[src/rtl/bsram_pkg.sv]
// Shared definitions for the BSRAM controller: widths, default boot base,
// FSM state type and the read-tag record carried through the response pipe.
package bsram_pkg;

  localparam int AddrW = 13;
  localparam int DataW = 8;
  localparam logic [AddrW-1:0] BootBaseDefault = 13'h0200;

  typedef enum logic {
    S_BOOT = 1'b0,
    S_RUN  = 1'b1
  } state_e;

  // One in-flight read: whether the slot is occupied and who asked for it.
  typedef struct packed {
    logic valid;
    logic id;
  } rd_tag_t;

endpackage

[src/rtl/bsram_rd_arb.sv]
// Two-requester round-robin read arbiter with a write-collision mask.
// A requester whose address matches a same-cycle write is held off so the
// read never races the write into the BSRAM; it simply retries next cycle.
module bsram_rd_arb
  import bsram_pkg::*;
(
  input  logic             clk,
  input  logic             rst,
  input  logic             en,
  input  logic [1:0]       rd_req,
  input  logic [AddrW-1:0] rd_addr0,
  input  logic [AddrW-1:0] rd_addr1,
  input  logic             wr_req,
  input  logic [AddrW-1:0] wr_addr,
  output logic [1:0]       grant
);

  // Requester that wins a tie; 0 out of reset.
  logic       prio;
  logic [1:0] eligible;

  // Mask colliding requesters, then resolve a tie with the priority pointer.
  always_comb begin
    eligible    = 2'b00;
    eligible[0] = en & rd_req[0] & ~(wr_req & (wr_addr == rd_addr0));
    eligible[1] = en & rd_req[1] & ~(wr_req & (wr_addr == rd_addr1));
    grant       = eligible;
    if (eligible == 2'b11) begin
      grant = prio ? 2'b10 : 2'b01;
    end
  end

  // After a grant, hand priority to the other requester.
  always_ff @(posedge clk or posedge rst) begin
    if (rst) begin
      prio <= 1'b0;
    end else if (grant[0]) begin
      prio <= 1'b1;
    end else if (grant[1]) begin
      prio <= 1'b0;
    end
  end

endmodule

[src/rtl/bsram_ctrl.sv]
// BSRAM controller: loads the memory from a boot byte stream, then serves
// CPU writes and arbitrated CPU/LCD reads. The BSRAM has a registered
// address stage and a pipelined output register, so read data appears two
// edges after the address is presented; a tag pipe tracks it alongside.
module bsram_ctrl
  import bsram_pkg::*;
#(
  parameter logic [AddrW-1:0] BOOT_BASE = BootBaseDefault
) (
  input  logic             clk,
  input  logic             rst,
  // boot stream
  input  logic             boot_valid,
  input  logic [DataW-1:0] boot_data,
  input  logic             boot_last,
  output logic             boot_ready,
  output logic             boot_done,
  // CPU write
  input  logic             wr_req,
  input  logic [AddrW-1:0] wr_addr,
  input  logic [DataW-1:0] wr_data,
  output logic             wr_ready,
  // reads (0 = CPU, 1 = LCD)
  input  logic [1:0]       rd_req,
  input  logic [AddrW-1:0] rd_addr0,
  input  logic [AddrW-1:0] rd_addr1,
  output logic [1:0]       rd_ready,
  output logic             rsp_valid,
  output logic             rsp_id,
  output logic [DataW-1:0] rsp_data,
  // BSRAM write port
  output logic             mem_cea,
  output logic [AddrW-1:0] mem_ada,
  output logic [DataW-1:0] mem_din,
  // BSRAM read port
  output logic             mem_ceb,
  output logic             mem_oce,
  output logic [AddrW-1:0] mem_adb,
  input  logic [DataW-1:0] mem_dout
);

  state_e           state;
  logic [AddrW-1:0] idx;
  logic [1:0]       grant;
  logic             boot_fire;
  logic             wr_fire;
  rd_tag_t          tag_a;
  rd_tag_t          tag_b;

  assign wr_ready  = (state == S_RUN);
  assign mem_oce   = (state == S_RUN);
  assign rd_ready  = grant;
  assign boot_fire = (state == S_BOOT) & boot_valid & boot_ready;
  assign wr_fire   = (state == S_RUN) & wr_req;
  // Data comes straight from the BSRAM output register; zeroed when idle.
  assign rsp_data  = rsp_valid ? mem_dout : '0;

  bsram_rd_arb u_arb (
    .clk      (clk),
    .rst      (rst),
    .en       (state == S_RUN),
    .rd_req   (rd_req),
    .rd_addr0 (rd_addr0),
    .rd_addr1 (rd_addr1),
    .wr_req   (wr_req),
    .wr_addr  (wr_addr),
    .grant    (grant)
  );

  // Boot/run FSM: counts boot beats, leaves boot on the last beat for good.
  always_ff @(posedge clk or posedge rst) begin
    if (rst) begin
      state      <= S_BOOT;
      boot_ready <= 1'b0;
      boot_done  <= 1'b0;
      idx        <= '0;
    end else begin
      case (state)
        S_BOOT: begin
          boot_ready <= 1'b1;
          if (boot_fire) begin
            idx <= idx + 1'b1;
            if (boot_last) begin
              state      <= S_RUN;
              boot_ready <= 1'b0;
              boot_done  <= 1'b1;
            end
          end
        end
        default: begin
          boot_ready <= 1'b0;
          boot_done  <= 1'b1;
        end
      endcase
    end
  end

  // Write-port mux: boot beats in S_BOOT, CPU writes in S_RUN.
  always_ff @(posedge clk or posedge rst) begin
    if (rst) begin
      mem_cea <= 1'b0;
      mem_ada <= '0;
      mem_din <= '0;
    end else begin
      mem_cea <= 1'b0;
      if (boot_fire) begin
        mem_cea <= 1'b1;
        mem_ada <= BOOT_BASE + idx;
        mem_din <= boot_data;
      end else if (wr_fire) begin
        mem_cea <= 1'b1;
        mem_ada <= wr_addr;
        mem_din <= wr_data;
      end
    end
  end

  // Read issue: present the granted address to the BSRAM and open a tag.
  always_ff @(posedge clk or posedge rst) begin
    if (rst) begin
      mem_ceb <= 1'b0;
      mem_adb <= '0;
      tag_a   <= '0;
    end else begin
      mem_ceb     <= |grant;
      tag_a.valid <= |grant;
      tag_a.id    <= grant[1];
      if (|grant) begin
        mem_adb <= grant[1] ? rd_addr1 : rd_addr0;
      end
    end
  end

  // Tag pipe: follows the BSRAM address and output-register stages.
  always_ff @(posedge clk or posedge rst) begin
    if (rst) begin
      tag_b     <= '0;
      rsp_valid <= 1'b0;
      rsp_id    <= 1'b0;
    end else begin
      tag_b     <= tag_a;
      rsp_valid <= tag_b.valid;
      rsp_id    <= tag_b.id;
    end
  end

endmodule

[config.mk]
export PLATFORM = sky130hd
export DESIGN_NAME = bsram_ctrl
export DESIGN_NICKNAME = d
export VERILOG_FILES = /design/src/rtl/bsram_pkg.sv /design/src/rtl/bsram_rd_arb.sv /design/src/rtl/bsram_ctrl.sv
export SDC_FILE = /design/constraint.sdc
export NUM_CORES = 1
export LEC_CHECK = 0
export CORE_ASPECT_RATIO = 1.1
export CORE_UTILIZATION = 42
export DETAILED_ROUTE_END_ITERATION = 10
export PLACE_DENSITY = 0.8
export SLEW_MARGIN = 40
export SYNTH_ARGS = -nofsm -noshare
export SYNTH_HDL_FRONTEND = slang
export SYNTH_SLANG_ARGS = --single-unit
[constraint.sdc]
create_clock -name clk -period 2.3 [get_ports clk]
set_input_delay 0.23 -clock clk [delete_from_list [all_inputs] [get_ports clk]]
set_output_delay 0.23 -clock clk [all_outputs]
set_load 0.1 [all_outputs]
==> results.ini <==
[die]
coreArea_mm2 = 0.00656
die_area_mm2 = 0.00709
die_w_um = 80.4
die_h_um = 88.2
fp-row-count = 31
num_io_pins = 122
initial_utilization_pct = 43.3

[global_route]
gr-usage-all-layers_pct = 25.3
grt_pass1_vias = 2610
grt_first_pass_wirelength_um = 13200
gr-total-overflow = 0
antenna_found_initial = 0
grt_max_degree = 33

[power_and_ir_drop]
leakagePower_nw = 2.35
vdd_drop_max_mv = 0.601
p_total_mw = 4.66
power.density_mw_per_mm2 = 1040

[clocking]
cts_root_buffer = clkbuf_8
holdBufCountCts = 0
cts.sinks = 58
cts_inserted_buffers = 9
htree_levels = 3
clk_pin_slew_ns = 0.07
cts_tree = built
clock_latency_ns = 0.34
cts_buffer_depth = 2

[timing]
timing.final.crit_period_ns = 2.28
max_freq_ghz = 0.438
tightest_slew_ns = 0.629
fin_ws_ns = 0.0182
hold_viol_final = 0
finalCritPeriodShare_pct = 99.2
skew_ns = 0.00437
setup_viol = 0
slew_violations = 0
slew_headroom_pct = 58.0

[setup_path]
criticalPathCategory = in2out
setup.worst_path.end = rd_ready[0]
rr_worst_depth = 7
crit_path_max_fanout = 3
cp_slowest_cell = or4_4
critical-path-top-delay-family = buffers and inverters
arrival_ns = 2.05
critPathCaptureType = primary output
startpoint = wr_addr[9]
r2r-end = mem_adb[0]$_DFFE_PP0P_
startpoint_type = primary input
cp_num_cells = 6
path_cells = clkdlybuf4s50_1 > xnor2_1 > nand4_1 > or4_4 > a211oi_4 > buf_12
cp.required_ns = 2.07
r2r_slack_ns = 0.37
crit_buf_inv = 2
slowest_delay_ns = 0.47
r2r_start = mem_oce$_DFF_PP0_

[logic_synthesis]
syn_area_mm2 = 0.00284
synth_seq_cells = 58
syn_avg_cell_area_um2 = 9.96
synth.area.top_cells = dfrtp_1 (51%), xnor2_1 (11%), nand2_1 (6.7%)
synth_fp_nets = 357
yosysSeqAreaShare_pct = 51.1
yosys_warnings = 0
syn_inst = 285
synth_cell_types = 31
synth_top_area_share_pct = 51.1
yosysTopAreaCell = dfrtp_1

[place]
gp_congestion = 0.882
dp_cells = 501
io_buffer_count = 121
dp_hpwl_um = 6400
pre_cts_slack_ns = -0.139
placed_cell_area_mm2 = 0.00421

[run_status]
status = finished clean

[hold_path]
hold_class = in2reg

[detailed_routing]
vias = 2708
viasPerCell = 5.21
routed_wirelength_um = 8710
ant_nets = 0
drtIter0Drc = 193
wl_per_cell_um = 16.7
firstDrtPassIters = 6
drc_errors = 0

[finish]
mostFrequentLayoutCells = buf_4 (75), dfrtp_1 (58), nand2_1 (51), clkdlybuf4s50_1 (50), inv_1 (43)
nets = 505
drive_above_1_share_pct = 24.0
diodes = 0
final_area_mm2 = 0.00450
final_common_cell = buf_4
final_core_util_pct = 68.7
area_growth_pct = 58.7
fin_cells = 520

[run]
drv_cap = 0

==> state kept, by name, indices dropped and copies added, names as in the netlist, 2 cells and up <==
signal and count:
idx 13, mem_ada 13, mem_adb 13, mem_din 8, tag_a 2, tag_b 2
==> metrics by stage <==
stage / TNS [ns] / hold slack, ns
after floorplan: 0 / 0.331
after global placement: -1.31 / 0.336
after detailed placement: -1.47 / 0.340
after CTS: 0 / 0.298
after global routing: -0.135 / 0.219
final: 0 / 0.207
==> worst register-to-register path, stage by stage, from the launching register on <==
cell and delay, ns:
dfrtp_1 0.48, nand2_1 0.20, nor2_1 0.14, inv_1 0.07, o211a_2 0.30, buf_4 0.17, buf_4 0.15, a222oi_1 0.29
==> routing by layer <==
| layer | global-route usage, % | vias to the layer above | wire [um] |
|---|---|---|---|
| met4 | 13.6 | 0 | 211 |
| met1 | 32.1 | 1323 | 3480 |
| met2 | 41.0 | 123 | 4370 |
| li1 | - | 1245 | - |
| met3 | 5.05 | 17 | 645 |
| met5 | 0 | - | 0 |
==> power breakdown <==
group	switching, mW	total (mW)	internal [mW]
registers	0.141	1.36	1.22
clock network	0.413	0.939	0.526
logic	1.77	2.37	0.600
==> synth_stat cells (all sizes together) <==
master,instances
nor2,8
xor2,4
nand3b,1
nor3,1
and2,10
nand3,2
a22oi,18
o2bb2ai,1
clkbuf,8
a2bb2oi,1
ha,2
buf,4
o211a,1
nor4,1
dfrtp,58
nand2,51
and3b,1
nand4,9
and3,3
o21ai,1
xnor2,36
a221o,2
a211oi,1
a222oi,13
a31oi,1
mux2i,1
or4,1
nand2b,1
inv,44
==> how the worst min path moves through the flow <==
stage	from	to	slack, ns	cells after the start
2_1_floorplan	tag_b[0]$_DFF_PP0_	rsp_id$_DFF_PP0_	0.33	0
3_3_place_gp	tag_b[1]$_DFF_PP0_	rsp_valid$_DFF_PP0_	0.34	0
3_5_place_dp	tag_a[0]$_DFF_PP0_	tag_b[0]$_DFF_PP0_	0.34	0
4_1_cts	rst	boot_ready$_DFF_PP0_	0.30	2
5_1_grt	rd_addr1[5]	mem_adb[5]$_DFFE_PP0P_	0.22	3
6_report	rd_addr1[5]	mem_adb[5]$_DFFE_PP0P_	0.21	3
==> what timing repair did <==
item / in CTS / in global routing
buffers inserted: 2 / 1
pin swaps: 5 / 8
gates resized for setup: 4 / 21
endpoints found under the setup margin: 2 / 9
==> final cells by class <==
| cell class | instances | area (um2) |
|---|---|---|
| fill | 473 | 2050 |
| sequential | 58 | 1450 |
| timing repair buffer | 149 | 1390 |
| multi-input combinational | 171 | 1190 |
| inverter | 44 | 165 |
| clock buffer | 11 | 141 |
| tap | 82 | 103 |
| clock inverter | 5 | 53.8 |
==> cells by family (layout without fill, tap and decap cells) <==
logic type / Yosys count / count (layout) / share of synthesized area, %
muxes: 1 / 1 / 0.353
xor gates and xnor gates: 40 / 40 / 12.3
buffers and inverters: 56 / 209 / 8.11
AOI/OAI and AO/OA: 39 / 39 / 12.3
DFF: 58 / 58 / 51.1
and+or+nand+nor: 89 / 89 / 14.8
adders and majority gates: 2 / 2 / 0.882
Power figures use the tool's default switching activity.
